<file path="config.mk">
export PLATFORM = sky130hd
export DESIGN_NAME = usb_rx_packet_sequencer
export DESIGN_NICKNAME = d
export VERILOG_FILES = /design/src/rtl/usb_rx_pkg.sv /design/src/rtl/usb_rx_crc_holdoff.sv /design/src/rtl/usb_rx_packet_sequencer.sv
export SDC_FILE = /design/constraint.sdc
export NUM_CORES = 1
export LEC_CHECK = 0
export ABC_AREA = 1
export BUFFER_PORTS_ARGS = -buffer_cell sky130_fd_sc_hd__buf_2
export CAP_MARGIN = 20
export CORE_ASPECT_RATIO = 1.2
export CORE_MARGIN = 3
export CORE_UTILIZATION = 60
export CTS_CLUSTER_SIZE = 8
export DETAILED_ROUTE_END_ITERATION = 12
export PLACE_DENSITY = 0.82
export SYNTH_ARGS = -nofsm -noshare
export SYNTH_HDL_FRONTEND = slang
export SYNTH_SLANG_ARGS = --single-unit
</file>
<file path="constraint.sdc">
create_clock -name clk -period 3.4 [get_ports clk]
set_input_delay 0.68 -clock clk [delete_from_list [all_inputs] [get_ports clk]]
set_output_delay 0.68 -clock clk [all_outputs]
set_load 0.01 [all_outputs]
</file>
<file path="src/rtl/usb_rx_pkg.sv">
`default_nettype none
// ============================================================================
// usb_rx_pkg : shared types, PID constants and helpers for the USB RX sequencer
// Revision   : 1.0
// ============================================================================
package usb_rx_pkg;

    typedef enum logic [2:0] {
        ST_IDLE     = 3'd0,
        ST_GET_PID  = 3'd1,
        ST_TOKEN    = 3'd2,
        ST_DATA     = 3'd3,
        ST_HSHAKE   = 3'd4,
        ST_ERR_WAIT = 3'd5,
        ST_DONE     = 3'd6
    } state_e;

    typedef enum logic [2:0] {
        PKT_NONE  = 3'd0,
        PKT_IN    = 3'd1,
        PKT_OUT   = 3'd2,
        PKT_DATA0 = 3'd3,
        PKT_DATA1 = 3'd4,
        PKT_ACK   = 3'd5,
        PKT_NAK   = 3'd6,
        PKT_ERROR = 3'd7
    } pkt_e;

    localparam logic [3:0] PID_IN    = 4'b1001;
    localparam logic [3:0] PID_OUT   = 4'b0001;
    localparam logic [3:0] PID_DATA0 = 4'b0011;
    localparam logic [3:0] PID_DATA1 = 4'b1011;
    localparam logic [3:0] PID_ACK   = 4'b0010;
    localparam logic [3:0] PID_NAK   = 4'b1010;

    // The upper nibble must be the bitwise complement of the lower one.
    function automatic logic pid_valid(input logic [7:0] pid);
        return pid[7:4] == ~pid[3:0];
    endfunction

endpackage
`default_nettype wire

</file>
<file path="src/rtl/usb_rx_crc_holdoff.sv">
`default_nettype none
// ============================================================================
// usb_rx_crc_holdoff : 2-deep byte pipeline that keeps the trailing CRC16 out
//                      of the RX buffer by releasing bytes two positions late
// Revision           : 1.0
// ============================================================================
module usb_rx_crc_holdoff (
    input  logic       clk,
    input  logic       rst,
    input  logic       clear_i,
    input  logic       shift_i,
    input  logic [7:0] byte_i,
    output logic       store_o,
    output logic [7:0] data_o
);

    logic [7:0] hold0_q;
    logic [7:0] hold1_q;
    logic [1:0] fill_q;
    logic       store_q;
    logic [7:0] data_q;

    always_ff @(posedge clk) begin
        if (rst || clear_i) begin
            hold0_q <= '0;
            hold1_q <= '0;
            fill_q  <= '0;
            store_q <= 1'b0;
            data_q  <= '0;
        end else begin
            store_q <= 1'b0;
            if (shift_i) begin
                hold0_q <= byte_i;
                hold1_q <= hold0_q;
                if (fill_q == 2'd2) begin
                    store_q <= 1'b1;
                    data_q  <= hold1_q;
                end else begin
                    fill_q <= fill_q + 2'd1;
                end
            end
        end
    end

    assign store_o = store_q;
    assign data_o  = data_q;

endmodule
`default_nettype wire

</file>
<file path="src/rtl/usb_rx_packet_sequencer.sv">
`default_nettype none
// ============================================================================
// usb_rx_packet_sequencer : byte-level USB RX framing, PID classification,
//                           payload storage and end-of-packet verdict
// Revision                : 1.0
// ============================================================================
module usb_rx_packet_sequencer
    import usb_rx_pkg::*;
#(
    parameter int          MAX_DATA_BYTES = 64,
    parameter logic [7:0]  SYNC_BYTE      = 8'h80
) (
    input  logic       clk,
    input  logic       rst,
    input  logic [7:0] rx_byte,
    input  logic       byte_valid,
    input  logic       eop,
    input  logic       rx_error,
    input  logic       crc_ok,
    output logic       clear_crc,
    output logic       store_rx_packet_data,
    output logic [7:0] rx_packet_data,
    output logic [2:0] rx_packet,
    output logic       rx_done,
    output logic       rx_busy
);

    state_e     state_q, state_d;
    logic [6:0] cnt_q, cnt_d;
    pkt_e       pid_q, pid_d;
    pkt_e       code_q, code_d;
    logic       clear_crc_q, clear_crc_d;
    pkt_e       rx_packet_q, rx_packet_d;
    logic       rx_done_q, rx_done_d;

    logic       w_sync;
    logic       w_shift;
    state_e     w_pid_state;
    pkt_e       w_pid_code;
    pkt_e       w_eop_code;

    assign w_sync  = (state_q == ST_IDLE) && byte_valid && (rx_byte == SYNC_BYTE);
    assign w_shift = (state_q == ST_DATA) && byte_valid && !rx_error && !eop;

    always_comb begin
        w_pid_state = ST_ERR_WAIT;
        w_pid_code  = PKT_ERROR;
        if (pid_valid(rx_byte)) begin
            case (rx_byte[3:0])
                PID_IN:    begin w_pid_state = ST_TOKEN;  w_pid_code = PKT_IN;    end
                PID_OUT:   begin w_pid_state = ST_TOKEN;  w_pid_code = PKT_OUT;   end
                PID_DATA0: begin w_pid_state = ST_DATA;   w_pid_code = PKT_DATA0; end
                PID_DATA1: begin w_pid_state = ST_DATA;   w_pid_code = PKT_DATA1; end
                PID_ACK:   begin w_pid_state = ST_HSHAKE; w_pid_code = PKT_ACK;   end
                PID_NAK:   begin w_pid_state = ST_HSHAKE; w_pid_code = PKT_NAK;   end
                default:   begin w_pid_state = ST_ERR_WAIT; w_pid_code = PKT_ERROR; end
            endcase
        end
    end

    // cnt_q includes the two CRC16 bytes for DATA and the CRC5 word for tokens.
    always_comb begin
        w_eop_code = PKT_ERROR;
        case (state_q)
            ST_TOKEN:  if (cnt_q == 7'd2 && crc_ok) w_eop_code = pid_q;
            ST_HSHAKE: if (cnt_q == 7'd0) w_eop_code = pid_q;
            ST_DATA:   if (cnt_q >= 7'd2 && (int'(cnt_q) - 2) <= MAX_DATA_BYTES && crc_ok)
                           w_eop_code = pid_q;
            default:   w_eop_code = PKT_ERROR;
        endcase
    end

    always_ff @(posedge clk) begin
        if (rst) begin
            state_q     <= ST_IDLE;
            cnt_q       <= '0;
            pid_q       <= PKT_NONE;
            code_q      <= PKT_NONE;
            clear_crc_q <= 1'b0;
            rx_packet_q <= PKT_NONE;
            rx_done_q   <= 1'b0;
        end else begin
            state_q     <= state_d;
            cnt_q       <= cnt_d;
            pid_q       <= pid_d;
            code_q      <= code_d;
            clear_crc_q <= clear_crc_d;
            rx_packet_q <= rx_packet_d;
            rx_done_q   <= rx_done_d;
        end
    end

    always_comb begin
        state_d = state_q;
        cnt_d   = cnt_q;
        pid_d   = pid_q;
        code_d  = code_q;
        case (state_q)
            ST_IDLE: begin
                if (w_sync) begin
                    state_d = ST_GET_PID;
                    cnt_d   = '0;
                    pid_d   = PKT_NONE;
                    code_d  = PKT_NONE;
                end
            end
            ST_DONE: state_d = ST_IDLE;
            default: begin
                // eop coinciding with a byte or a line error cannot be trusted.
                if (eop) begin
                    state_d = ST_DONE;
                    code_d  = (byte_valid || rx_error) ? PKT_ERROR : w_eop_code;
                end else if (rx_error) begin
                    state_d = ST_ERR_WAIT;
                end else if (byte_valid) begin
                    if (state_q == ST_GET_PID) begin
                        state_d = w_pid_state;
                        pid_d   = w_pid_code;
                    end else if (state_q != ST_ERR_WAIT && cnt_q != 7'h7F) begin
                        cnt_d = cnt_q + 7'd1;
                    end
                end
            end
        endcase
    end

    always_comb begin
        clear_crc_d = w_sync;
        rx_done_d   = (state_q == ST_DONE);
        if (w_sync)
            rx_packet_d = PKT_NONE;
        else if (state_q == ST_DONE)
            rx_packet_d = code_q;
        else
            rx_packet_d = rx_packet_q;
    end

    usb_rx_crc_holdoff u_holdoff (
        .clk     (clk),
        .rst     (rst),
        .clear_i (clear_crc_q),
        .shift_i (w_shift),
        .byte_i  (rx_byte),
        .store_o (store_rx_packet_data),
        .data_o  (rx_packet_data)
    );

    assign clear_crc = clear_crc_q;
    assign rx_packet = rx_packet_q;
    assign rx_done   = rx_done_q;
    assign rx_busy   = (state_q != ST_IDLE);

endmodule
`default_nettype wire

</file>
==> metrics.txt <==
maximum fanout along the worst path 31; Pins Over Slew Limit 0; Hold Path End u_holdoff.data_o[5]; fillcell total ~330; Cells on Worst Hold Path 2; global-route track usage on met3 under 10%; CP peak stage delay between 0.3 and 0.4 ns; kind of cell adding the most delay to the critical path simple AND/OR/NAND/NOR gates; die area about 5000 um^2; DRT iter0 DRCs about 200; R2R depth 7; Static Leak between 1 and 1.5 nW; crit path capture type flop; Hold WC Path Type reg -> reg; register clock-pin slew on the reported worst setup and hold paths 0.08 ns; post-route ant nets 0; r2r endpoint u_holdoff.fill_q[1]; hold buffer count at CTS 0; initial antenna violation count 0; Tot Pwr between 1.5 and 2 mW; Net Switching around 0.61 mW; vias in the first global route 2141; PortBufs 28; # setup viols final 0; Clock Power Share between 20% and 30%; cts bufs inserted 5; Critical Path AT about 2.2 ns; Synth async-reset ratio 0%; TritonCTS clock tree built; via count 2320; final hold viol count 0; RSZ-0062 raised after global routing false; crit path cell chain buf_2, inv_2, nor4_4, buf_4, inv_2, or2_1, or2_0, a21oi_1; crit path launch type input port; routed wirelength normalized by instance count about 12 um; gr busiest metal met2; most frequent cells in the layout nand2_1, dfxtp_1, a21oi_1, nor2_1, buf_2; clock sinks 48; Cell Int Power between 0.9 and 1 mW; power share of the combinational group between 30% and 40%; CP required 3.63 ns; die height about 76 um; Mapped Area about 2500 um^2; Seq cells post-synth 48; Nets approximately 400; switch share 38.05%; number of max-cap violations 0; global-route wire length before repair 9397 um; pin count of the biggest net entering global routing 32; Netlist cell types 33; die width roughly 64 um; post-CTS sizing 0; Worst Path Buf+Inv 4; Initial Util about 65%; post-place setup slack between 1 and 1.5 ns; achievable clock frequency slightly above 500 MHz; commonest non-fill, non-tap cell in the layout nand2_1; post-synthesis sequential area ratio 39.08%; H-Tree Depth 2; global routing usage on met1 ~29%; via/cell ratio between 5 and 6; status complete, no violations; Synth Area in Adders 3.562%; Top Ports 29; Worst VDD drop 0.0004770 V; CTS Root Cell clkbuf_8; CP most frequent cell inv_2; Worst Skew ~0.0047 ns; RR Startpoint state_q[1]; setup slack after layout between 1 and 1.5 ns; Post-Route Setup TNS 0 ns; cell area power density roughly 590 nW/um^2; Syn Nets roughly 380; normalized max-slew margin between 60% and 70%; Synth-to-Final Area Change 11.30%; Slew @ Worst Pin 0.4834 ns; largest family of logic cells by synthesized area simple AND/OR/NAND/NOR gates; gpl congestion 0.8768; DP HPWL approximately 4000 um; clock buffer depth 2; core box area about 3800 um^2; XOR/XNOR Fraction of Synth Area roughly 2.8%; worst reg2reg setup slack 1.42 ns; gate count after technology mapping ~360; cell taking the most area after synthesis dfxtp_1; multiplexer area fraction after synthesis 0%; grt met2 use 39.77%; min Tclk post-route ~2.0 ns; number of synthesized flops with an enable pin 0; simple-gate share of the synthesized area between 30% and 40%; row count 24; 1st-pass router iterations 4; postcts setup bufs 0; top cells by area, synth dfxtp_1, nand2_1, a21oi_1; ys flop type dfxtp_1; CP max stage cell buf_4; crit path kind in -> reg; share of cells above drive strength 1 13.61%; # diodes 0; Global Route Usage Sum 23.43%; Final period util between 50% and 60%; top-area cell type share of the netlist area about two fifths; Syn. warnings 0; Synth Area in Compound Gates 13.94%; Clock Latency Late Sink 0.30 ns; syn_area_per_cell 6.906 um^2; Min-Delay Startpoint u_holdoff.data_o[5]; Remaining DRCs 0; WL final around 5400 um; sequential group share of total power 40.4%; GR Overflow Total 0
## registers in the layout (all words and copies together) (netlist names)
name,count
u_holdoff.hold0_q,8
rx_done,1
code_q,3
u_holdoff.store_o,1
cnt_q,7
clear_crc,1
u_holdoff.data_o,8
u_holdoff.hold1_q,8
u_holdoff.fill_q,2
rx_packet,3
pid_q,3
state_q,3
## Yosys cell counts (4+ instances only)
| cell | number |
|---|---|
| xor2_1 | 6 |
| inv_1 | 26 |
| clkbuf_1 | 9 |
| dfxtp_1 | 48 |
| nand4_1 | 9 |
| a21oi_1 | 45 |
| nand2_1 | 107 |
| a211oi_1 | 5 |
| ha_1 | 7 |
| inv_2 | 5 |
| nand3_1 | 22 |
| nor2_1 | 38 |
| o21ai_1 | 4 |
## routing by layer
layer,up-vias,part of all wire [%]
li1,1207,-
met1,1045,44
met2,52,50
met3,16,4.2
met4,0,2.2
met5,-,0
## through the flow
| step | utilization, % | instances | instance area (um^2) | hold slack (ns) |
|---|---|---|---|---|
| 6_report | 72.32 | 434 | 2736 | 0.4607 |
| 4_1_cts | 72.32 | 434 | 2736 | 0.4614 |
| 2_1_floorplan | - | 356 | 2459 | 0.4394 |
| 5_1_grt | 72.32 | 434 | 2736 | 0.4749 |
| 3_5_place_dp | 69.48 | 426 | 2629 | 0.4486 |
| 3_3_place_gp | 69.48 | 426 | 2629 | 0.4461 |
## tightest hold or removal path, stage by stage, from the launching register on
cell     delay (ns)
dfxtp_1        0.31
nand2_1        0.06
a21oi_1        0.05
## area by class of cell
class	count	area, um^2	area share, %
inverters	32	122.6	4.481
multi-input cells	265	1333	48.70
well taps	52	65.06	2.378
flip-flops and latches	48	960.9	35.12
clock inverters	2	35.03	1.280
clock buffers	6	72.57	2.652
repair buffers	29	147.6	5.396
## power by group through the flow
stage	Clock [mW]	Combinational, mW	Sequential [mW]
after floorplan	0	0.424	0.649
after global placement	0	0.534	0.659
after detailed placement	0	0.538	0.658
after CTS	0.408	0.546	0.646
after global routing	0.434	0.625	0.652
final	0.403	0.551	0.647
## worst max-delay path by stage
stage | from | to | slack, ns | cells after the start
after detailed placement | byte_valid | u_holdoff.fill_q[1] | 1.10 | 8
after global routing | state_q[1] | u_holdoff.fill_q[1] | 1.22 | 7
after floorplan | rst | u_holdoff.store_o | 1.62 | 5
after CTS | byte_valid | u_holdoff.fill_q[1] | 1.41 | 8
final | byte_valid | u_holdoff.fill_q[1] | 1.42 | 8
after global placement | byte_valid | u_holdoff.fill_q[1] | 1.18 | 8
## cells by family (layout without fill, tap and decap cells)
group,count (synthesis),in the layout
compound gates,61,61
xor+xnor,8,8
fa+ha+maj,7,7
flops,48,48
simple gates,189,189
buf+inv,43,69
(Power assumes the default switching activity.)
